<file path="src/rtl/cam_pkg.sv">
// Shared definitions for the camera capture path: default geometry, FSM encoding
// and the RGB565 field layout.
package cam_pkg;

  localparam int IMG_WIDTH_DEF   = 160;
  localparam int IMG_HEIGHT_DEF  = 120;
  localparam int BYTES_PER_PIXEL = 2;

  typedef enum logic [1:0] {
    IDLE    = 2'd0,
    SYNC    = 2'd1,
    CAPTURE = 2'd2
  } cap_state_e;

  localparam int RGB565_R_LSB = 11;
  localparam int RGB565_R_W   = 5;
  localparam int RGB565_G_LSB = 5;
  localparam int RGB565_G_W   = 6;
  localparam int RGB565_B_LSB = 0;
  localparam int RGB565_B_W   = 5;

  // The sensor sends R[4:0]G[5:3] first, then G[2:0]B[4:0].
  function automatic logic [15:0] rgb565_pack(input logic [7:0] hi_byte, input logic [7:0] lo_byte);
    logic [15:0] pix;
    pix = 16'h0000;
    pix[RGB565_R_LSB +: RGB565_R_W] = hi_byte[7:3];
    pix[RGB565_G_LSB +: RGB565_G_W] = {hi_byte[2:0], lo_byte[7:5]};
    pix[RGB565_B_LSB +: RGB565_B_W] = lo_byte[4:0];
    return pix;
  endfunction

endpackage

</file>
<file path="src/rtl/cam_edge_sync.sv">
// Registers the camera pins once and flags vsync/href edges against a second
// register stage; reusable by any pclk-domain camera block.
module cam_edge_sync (
  input  logic       clk_i,
  input  logic       rst_i,
  input  logic       vsync_i,
  input  logic       href_i,
  input  logic [7:0] data_i,
  output logic       vsync_o,
  output logic       href_o,
  output logic [7:0] data_o,
  output logic       vsync_rise_o,
  output logic       vsync_fall_o,
  output logic       href_fall_o
);

  logic       vsync_q;
  logic       vsync_qq;
  logic       href_q;
  logic       href_qq;
  logic [7:0] data_q;

  always_ff @(posedge clk_i) begin
    if (rst_i) begin
      vsync_q  <= 1'b0;
      vsync_qq <= 1'b0;
      href_q   <= 1'b0;
      href_qq  <= 1'b0;
      data_q   <= 8'h00;
    end else begin
      vsync_q  <= vsync_i;
      vsync_qq <= vsync_q;
      href_q   <= href_i;
      href_qq  <= href_q;
      data_q   <= data_i;
    end
  end

  assign vsync_o      = vsync_q;
  assign href_o       = href_q;
  assign data_o       = data_q;
  assign vsync_rise_o = vsync_q & ~vsync_qq;
  assign vsync_fall_o = ~vsync_q & vsync_qq;
  assign href_fall_o  = ~href_q & href_qq;

endmodule

</file>
<file path="src/rtl/camera_capture.sv">
// OV7670-style capture: pairs href bytes into RGB565 pixels and emits linear
// frame-buffer writes plus a frame-done pulse.
module camera_capture
  import cam_pkg::*;
#(
  parameter int IMG_WIDTH  = IMG_WIDTH_DEF,
  parameter int IMG_HEIGHT = IMG_HEIGHT_DEF,
  parameter int ADDR_W     = 15
) (
  input  logic              pclk,
  input  logic              rst,
  input  logic              en,
  input  logic              vsync,
  input  logic              href,
  input  logic [7:0]        data,
  output logic              wr_en,
  output logic [ADDR_W-1:0] wr_addr,
  output logic [15:0]       wr_data,
  output logic              frame_done,
  output logic              busy,
  output logic              line_err
);

  localparam int XW   = $clog2(IMG_WIDTH + 1);
  localparam int YW   = $clog2(IMG_HEIGHT + 1);
  localparam int PH_W = $clog2(BYTES_PER_PIXEL);

  localparam logic [XW-1:0]     X_MAX     = XW'(IMG_WIDTH);
  localparam logic [YW-1:0]     Y_MAX     = YW'(IMG_HEIGHT);
  localparam logic [ADDR_W-1:0] LINE_STEP = ADDR_W'(IMG_WIDTH);

  logic        vsync_s;
  logic        href_s;
  logic [7:0]  data_s;
  logic        vsync_rise_s;
  logic        vsync_fall_s;
  logic        href_fall_s;

  cap_state_e        state_q;
  logic [XW-1:0]     x_q;
  logic [YW-1:0]     y_q;
  logic [ADDR_W-1:0] base_q;
  logic [PH_W-1:0]   phase_q;
  logic [7:0]        hi_q;
  logic              pend_v_q;
  logic [ADDR_W-1:0] pend_addr_q;
  logic [15:0]       pend_data_q;
  logic              frame_done_q;
  logic              busy_q;
  logic              line_err_q;
  logic              wr_en_q;
  logic [ADDR_W-1:0] wr_addr_q;
  logic [15:0]       wr_data_q;

  logic [ADDR_W-1:0] pix_addr_d;
  logic [15:0]       pix_data_d;
  logic              in_bounds_d;

  cam_edge_sync u_edge_sync (
    .clk_i        (pclk),
    .rst_i        (rst),
    .vsync_i      (vsync),
    .href_i       (href),
    .data_i       (data),
    .vsync_o      (vsync_s),
    .href_o       (href_s),
    .data_o       (data_s),
    .vsync_rise_o (vsync_rise_s),
    .vsync_fall_o (vsync_fall_s),
    .href_fall_o  (href_fall_s)
  );

  // Line base advances by IMG_WIDTH per line, so the address needs only an adder.
  assign pix_addr_d  = base_q + ADDR_W'(x_q);
  assign pix_data_d  = rgb565_pack(hi_q, data_s);
  assign in_bounds_d = (x_q < X_MAX) && (y_q < Y_MAX);

  always_ff @(posedge pclk) begin
    if (rst) begin
      state_q      <= IDLE;
      x_q          <= '0;
      y_q          <= '0;
      base_q       <= '0;
      phase_q      <= '0;
      hi_q         <= 8'h00;
      pend_v_q     <= 1'b0;
      pend_addr_q  <= '0;
      pend_data_q  <= 16'h0000;
      frame_done_q <= 1'b0;
      busy_q       <= 1'b0;
      line_err_q   <= 1'b0;
    end else begin
      pend_v_q     <= 1'b0;
      frame_done_q <= 1'b0;
      case (state_q)
        IDLE: begin
          busy_q <= 1'b0;
          if (en && vsync_s) begin
            state_q <= SYNC;
          end
        end
        SYNC: begin
          if (!en) begin
            state_q <= IDLE;
          end else if (vsync_fall_s) begin
            state_q    <= CAPTURE;
            busy_q     <= 1'b1;
            x_q        <= '0;
            y_q        <= '0;
            base_q     <= '0;
            phase_q    <= '0;
            line_err_q <= 1'b0;
          end
        end
        CAPTURE: begin
          if (href_s) begin
            if (phase_q == PH_W'(0)) begin
              hi_q    <= data_s;
              phase_q <= PH_W'(1);
            end else begin
              phase_q <= PH_W'(0);
              if (in_bounds_d) begin
                pend_v_q    <= 1'b1;
                pend_addr_q <= pix_addr_d;
                pend_data_q <= pix_data_d;
                x_q         <= x_q + XW'(1);
              end else begin
                line_err_q <= 1'b1;
              end
            end
          end else if (href_fall_s) begin
            // Odd trailing byte or short line marks the frame as malformed.
            if ((phase_q != PH_W'(0)) || (x_q != X_MAX)) begin
              line_err_q <= 1'b1;
            end
            phase_q <= PH_W'(0);
            x_q     <= '0;
            if ((x_q != '0) && (y_q < Y_MAX)) begin
              y_q    <= y_q + YW'(1);
              base_q <= base_q + LINE_STEP;
            end
          end
          if (vsync_rise_s) begin
            frame_done_q <= 1'b1;
            busy_q       <= 1'b0;
            state_q      <= en ? SYNC : IDLE;
          end
        end
        default: begin
          state_q <= IDLE;
          busy_q  <= 1'b0;
        end
      endcase
    end
  end

  // Output register; address and data hold between strobes.
  always_ff @(posedge pclk) begin
    if (rst) begin
      wr_en_q   <= 1'b0;
      wr_addr_q <= '0;
      wr_data_q <= 16'h0000;
    end else begin
      wr_en_q <= pend_v_q;
      if (pend_v_q) begin
        wr_addr_q <= pend_addr_q;
        wr_data_q <= pend_data_q;
      end
    end
  end

  assign wr_en      = wr_en_q;
  assign wr_addr    = wr_addr_q;
  assign wr_data    = wr_data_q;
  assign frame_done = frame_done_q;
  assign busy       = busy_q;
  assign line_err   = line_err_q;

endmodule
</file>
<file path="config.mk">
export PLATFORM = sky130hd
export DESIGN_NAME = camera_capture
export DESIGN_NICKNAME = d
export VERILOG_FILES = /design/src/rtl/cam_pkg.sv /design/src/rtl/cam_edge_sync.sv /design/src/rtl/camera_capture.sv
export SDC_FILE = /design/constraint.sdc
export NUM_CORES = 1
export LEC_CHECK = 0
export ABC_CLOCK_PERIOD_IN_PS = 5600
export CAP_MARGIN = 10
export CORE_MARGIN = 10
export CORE_UTILIZATION = 45
export CTS_BUF_LIST = sky130_fd_sc_hd__clkbuf_16
export CTS_CLUSTER_SIZE = 30
export DETAILED_ROUTE_END_ITERATION = 12
export PLACE_DENSITY_LB_ADDON = 0.15
export SETUP_SLACK_MARGIN = 0.02
export SLEW_MARGIN = 20
export SYNTH_ARGS = -nofsm -noshare
export SYNTH_HDL_FRONTEND = slang
export SYNTH_SLANG_ARGS = --single-unit
</file>
<file path="constraint.sdc">
create_clock -name pclk -period 5.6 [get_ports pclk]
set_clock_uncertainty 0.2 [all_clocks]
set_input_delay 1.12 -clock pclk [delete_from_list [all_inputs] [get_ports pclk]]
set_output_delay 1.12 -clock pclk [all_outputs]
set_load 0.005 [all_outputs]
</file>
==> impl_metrics.toml <==
[setup_path]
cp_max_fo = 14
critPathBufInv = 1
crit_required_ns = 5.69
crit_slowest_cell = "a2bb2oi_1"
path_cells = "clkdlybuf4s50_1, and4bb_2, a2bb2oi_1, nor3_1, mux2i_1"
cpPeakStageDelay_ns = 0.77
ff2ff_setup_slack_ns = 3.09
r2r_start = "x_q[6]"
worst_r2r_path_depth = 4
arrival_ns = 2.91
path_delay_family = "compound AO/OA/AOI/OAI gates"
cp-end-kind = "flop"
r2r_end = "pend_addr_q[13]"
startpoint_type = "input port"
crit_type = "input port to flop"

[layout]
layout_commonest_cell = "dfxtp_1"
final_nets = 583
final_cell_mix = "dfxtp_1, nand2_1, a21oi_1, nor2_1, clkdlybuf4s50_1"
drive_gt1_frac = 0.0941
area_delta_synth_final_pct = 23.0
final_area_um2 = 5870
diodes = 0

[sta]
fin_crit_ns = 2.82
post-route-period-util = 0.503
hold-worst-slack_ns = 0.252
setup_viol_count_final = 0
rsz0062_at_grt = "no"
fmax_mhz = 355
setup_slack_ns = 2.78
finalMaxSlewViolations = 0
worst_pin_slew_ns = 1.07
slew_headroom = 0.286
hold_viol = 0
final.setup.tns_ns = 0

[grt]
overflow = 0
grt_pass1_wl_mm = 18.0
grt_max_degree = 80
grt_pass1_vias = 3736
grtUsageTotal = 0.147
antenna_found_initial = 0

[place]
placed_cell_area_um2 = 5280
gp_congestion = 0.782
port_buffers = 47
pre_cts_slack_ns = 2.35
dp_hpwl_mm = 6.75

[worst_hold_path]
holdCritPathClass = "flop to flop"
whs_endpoint = "pend_data_q[8]"
worstHoldStart = "hi_q[0]"
hold-path-cell-count = 2

[detailed_routing]
wirelength_mm = 10.6
first_iter_violations = 288
post_drt_wl_per_cell_um = 14.9
drc_errors = 0
vias = 3844
ant_nets = 0
vias_per_cell = 5.41
first_pass_iters = 7

[power_and_ir_drop]
vdd_drop_max_mv = 0.163
power.density_nw_per_um2 = 328
p_leak_nw = 1.94

[synth]
netlist_instances = 525
synth_cell_types = 57
synth-seq-cells = 115
synthFlopType = "dfxtp_1"
synth_edf_count = 0
ys_warn_count = 0
seq_area_frac_synth = 0.482
syn_avg_cell_area_um2 = 9.10
syn-cell-area_um2 = 4780
async_flop_share = 0

[clock_tree]
cts_tree = "yes"
cts_resized = 0
holdBufCountCts = 0
cts_made_buffers = 17
h-tree-depth = 4
cts.reportedPaths.clkPinSlew_ns = 0.06
cts.path.max_buffers = 2
cts.sinks = 115
clk_latency_ns = 0.41
post_cts_buffers = 0
clockRootBuffer = "clkbuf_16"

[floorplan]
die_y_um = 123
die_area_um2 = 15100
dieWidth_um = 123
initial_core_util = 0.463
core-area_um2 = 10300
ios = 48
rows = 37

[flow_run]
maxCapViolCount = 0

[outcome]
outcome = "complete, no violations"
## synth_stat cells, types with 2 or more instances
master      n  area share
a21oi_1    53       0.056
or2_2       3      0.0039
or4_1       4      0.0063
nand3b_1    3      0.0047
nand2b_1    7      0.0092
o31ai_1     5      0.0079
clkbuf_1   19       0.015
buf_6       2      0.0047
and4_1      2      0.0037
and4bb_2    2      0.0052
or3_1       5      0.0065
a211oi_1    8       0.013
buf_2       9      0.0094
nor2b_1    14       0.018
ha_1        9       0.024
buf_1       2      0.0016
xnor2_1     3      0.0055
a311oi_2    8       0.025
nor3_1      6      0.0063
a311oi_1    3      0.0055
a41oi_1     2      0.0037
nor2_1     50       0.039
inv_1      10      0.0079
nor4_1      4      0.0052
dfxtp_1   115        0.48
mux2i_1    33       0.069
xor2_1      3      0.0055
and3_1      4      0.0052
nand2_1    69       0.054
o21ai_0    17       0.018
nand4_1     6      0.0079
a31oi_1     4      0.0052
nand3_1    17       0.018
## metrics by stage
| step | instances | total power [mW] | utilization |
|---|---|---|---|
| finish | 710 | 1.93 | 0.569 |
| global route | 710 | 1.99 | 0.569 |
| CTS | 710 | 1.94 | 0.569 |
| floorplan | 526 | 0.864 | - |
| detailed placement | 678 | 0.878 | 0.512 |
| global placement | 678 | 0.878 | 0.512 |
## registers in the layout (all words and copies together) (netlist names), 2 cells and up
| register | flops |
|---|---|
| pend_data_q | 16 |
| state_q | 2 |
| hi_q | 8 |
| x_q | 8 |
| u_edge_sync.data_o | 8 |
| base_q | 10 |
| wr_addr | 15 |
| pend_addr_q | 15 |
| y_q | 7 |
| wr_data | 16 |
## report_power, final
part           total (mW)  internal, mW  switching, mW
clock                1.07         0.693          0.373
sequential          0.829         0.824        0.00472
combinational      0.0326        0.0136         0.0190
total                1.93          1.53          0.397
## layout make-up
| cell class | count | area (um^2) |
|---|---|---|
| Clock buffer | 17 | 425 |
| Tap cell | 136 | 170 |
| Sequential cell | 115 | 2300 |
| Timing Repair Buffer | 48 | 475 |
| Clock inverter | 15 | 166 |
| Fill cell | 925 | 4450 |
| Inverter | 10 | 37.5 |
| Multi-Input combinational cell | 369 | 2290 |
## how the worst max path moves through the flow
stage | startpoint | to | slack, ns | cells past startpoint
detailed placement | en | x_q[6] | 2.35 | 5
global placement | en | x_q[6] | 2.46 | 5
finish | en | x_q[6] | 2.78 | 5
floorplan | en | x_q[0] | 3.25 | 5
global route | en | x_q[1] | 2.59 | 5
CTS | en | x_q[6] | 2.79 | 5
## logic make-up (layout without fill, tap and decap cells)
family / Yosys count / after routing / synth area share
flip-flops: 115 / 115 / 0.482
buffers and inverters: 42 / 90 / 0.0385
AO/OA/AOI/OAI: 114 / 114 / 0.161
AND/OR/NAND/NOR: 205 / 205 / 0.214
multiplexers: 33 / 33 / 0.0692
adder cells (fa/ha/maj): 9 / 9 / 0.0236
other: 1 / 2 / 0.000785
XOR/XNOR: 6 / 6 / 0.0110
## worst min-delay path: cells and delay by family (launching register included)
kind	cells	cell delay, ns
flops	1	0.31
compound gates	1	0.05
simple gates	1	0.05
## per-layer routing
metal,share of wire,up-vias,wire (um),GRT usage
li1,-,1931,-,-
met1,0.46,1817,4820,0.174
met2,0.47,77,4990,0.236
met3,0.056,19,593,0.0474
met4,0.016,0,167,0.0706
met5,0,-,0,0
No activity file was read; power rests on OpenSTA's default activity.
==> RTL edit: new RTL, config.mk and constraints unchanged <==
Set the package constant `IMG_HEIGHT_DEF` to 60 (it was 120).
--- a/src/rtl/cam_pkg.sv
+++ b/src/rtl/cam_pkg.sv
@@ -4,5 +4,5 @@
 
   localparam int IMG_WIDTH_DEF   = 160;
-  localparam int IMG_HEIGHT_DEF  = 120;
+  localparam int IMG_HEIGHT_DEF  = 60;
   localparam int BYTES_PER_PIXEL = 2;
 
Check against the original RTL: no difference found for any inputs over 10 cycles, from zero or initial values and one cycle with rst high; that may be too few to reach the edited logic, so the function may still have changed.
==> RTL edit against the original RTL <==
Count of clock-buffer cells in the layout did not move; largest power group unchanged; critical path type unchanged; sequential cell count fell by 1; synthesized area fell by 5.5%; final area fell by 4.3%; total power fell by 0.61%; worst setup slack improved by 140 ps; non-clock buffer count rose by 1; wire length fell by 14%.
==> RTL edit: results (changes against the original RTL) <==
| Metric | Value |
|---|---|
| Critical path fanouts, max | `17 (was 14)` |
| Status | `completed (unchanged)` |
| CTS buffer count | `17 (unchanged)` |
| Nets | `557 (was 583)` |
| Gr usage total | `13.0% (was 14.7%)` |
| Vias in the first global route | `3,348 (was 3,736)` |
| Largest net degree at the start of global routing | `66 (was 80)` |
| RePlAce Congestion | `0.796 (was 0.782)` |
| Share of layout cells above drive strength 1 | `8.20% (was 9.41%)` |
| CP Data Arrival Time | `2790 ps (was 2910 ps)` |
| Met2 GRT Util | `19.9% (was 23.6%)` |
| Ant. Diodes | `0 (unchanged)` |
| First-pass DRT Iterations | `4 (was 7)` |
| DP Cell Count | `650 (was 678)` |
| Yosys warning count | `0 (unchanged)` |
| Largest cells by area after synthesis | `dfxtp_1 51%, mux2i_1 6.9%, nand2_1 6.3% (was dfxtp_1 48%, mux2i_1 6.9%, a21oi_1 5.6%)` |
| Pleak | `1.89 nW (was 1.94 nW)` |
| Unique cell type count in the Yosys netlist | `50 (was 57)` |
| Ys async rst share | `0% (unchanged)` |
| Worst-path clk slew | `50 ps` |
| Setup bufs post-CTS | `0 (unchanged)` |
| Max VDD drop | `0.000225 V (was 0.000163 V)` |
| Initial antenna violation count | `0 (unchanged)` |
| Synth top cells by count | `114 x dfxtp_1, 76 x nand2_1, 64 x nor2_1 (was 115 x dfxtp_1, 69 x nand2_1, 53 x a21oi_1)` |
| Final non-filler cell total | `682 (was 710)` |
| Filler cell count | `887 (was 925)` |
| Switching share of power | `21.9% (was 20.6%)` |
| Met1 Usage GRT | `16.9% (was 17.4%)` |
| Dpl ws | `2530 ps (was 2350 ps)` |
| First-pass GRT wire length | `15,800 µm (was 18,000 µm)` |
| Htree depth | `4 (unchanged)` |
| Clock root cell | `clkbuf_16 (unchanged)` |
| Skew-Pair Late Insertion Delay | `390 ps (was 410 ps)` |
| Power Density | `341 mW/mm² (was 328 mW/mm²)` |
| Hold WC Path Type | `flip-flop to flip-flop (unchanged)` |
| Syn_nets | `520` |
| Port Buffers | `47 (unchanged)` |
| Mean post-synth cell area | `9.05 µm² (was 9.10 µm²)` |
| Worst-Margin Slew | `1000 ps (was 1070 ps)` |
| Via density | `4.99 (was 5.41)` |
| Detailed Place HPWL | `6060 µm (was 6750 µm)` |
| Post-synthesis sequential area ratio | `50.6% (was 48.2%)` |
| Bufs on Longest Clock Path | `2 (unchanged)` |
| Placed Area | `0.00503 mm² (was 0.00528 mm²)` |
| DR iter-0 viols | `215 (was 288)` |
| Wire per inst | `13.4 µm (was 14.9 µm)` |
| Post_cts resized | `0 (unchanged)` |
| Met3 GRT Util | `4.55% (was 4.74%)` |
[RTL edit: worst max-delay path: stages]
cell	delay, ps
clkdlybuf4s50_1	570
nand3_4	230
and3_4	270
or4_1	460
a21oi_1	150
[RTL edit: layout make-up]
| type | count | area share (%) |
|---|---|---|
| clock buffer | 17 | 7.57 |
| clock inverter | 15 | 3.03 |
| inverter | 3 | 0.200 |
| multi-input combinational | 351 | 37.1 |
| sequential | 114 | 40.6 |
| tap | 133 | 2.96 |
| timing repair buffer | 49 | 8.55 |
[RTL edit: per-layer routing]
metal,up-vias,part of all wire (%)
met5,-,0
met4,0,0.48
met3,2,5.0
met2,55,45
met1,1581,50
li1,1767,-
[RTL edit: power by group through the flow]
stage	Sequential [mW]	Combinational [mW]	Clock (mW)
floorplan	0.837	0.0194	0
global placement	0.838	0.0314	0
detailed placement	0.838	0.0316	0
CTS	0.820	0.0317	1.09
global route	0.820	0.0350	1.13
finish	0.820	0.0316	1.06
[RTL edit: kinds of logic (layout without fill, tap and decap cells)]
logic type                 after synthesis  in the layout  synth area share [%]
and+or+nand+nor                        201            201                  20.8
DFF                                    114            114                  50.6
AOI/OAI and AO/OA                       85             85                  11.4
buffers and inverters                   34             84                  3.27
muxes                                   31             31                  6.87
xor gates and xnor gates                25             25                  4.85
adders and majority gates                8              8                  2.22
other                                    1              1                0.0831
[RTL edit: final timing paths]
kind             startpoint        endpoint  slack (ps)  cells past startpoint
max                      en          x_q[4]        2920                      5
min          pend_addr_q[7]  pend_addr_q[7]         250                      2
max reg2reg      state_q[1]          x_q[4]        3330                      5
min reg2reg  pend_addr_q[7]  pend_addr_q[7]         250                      2
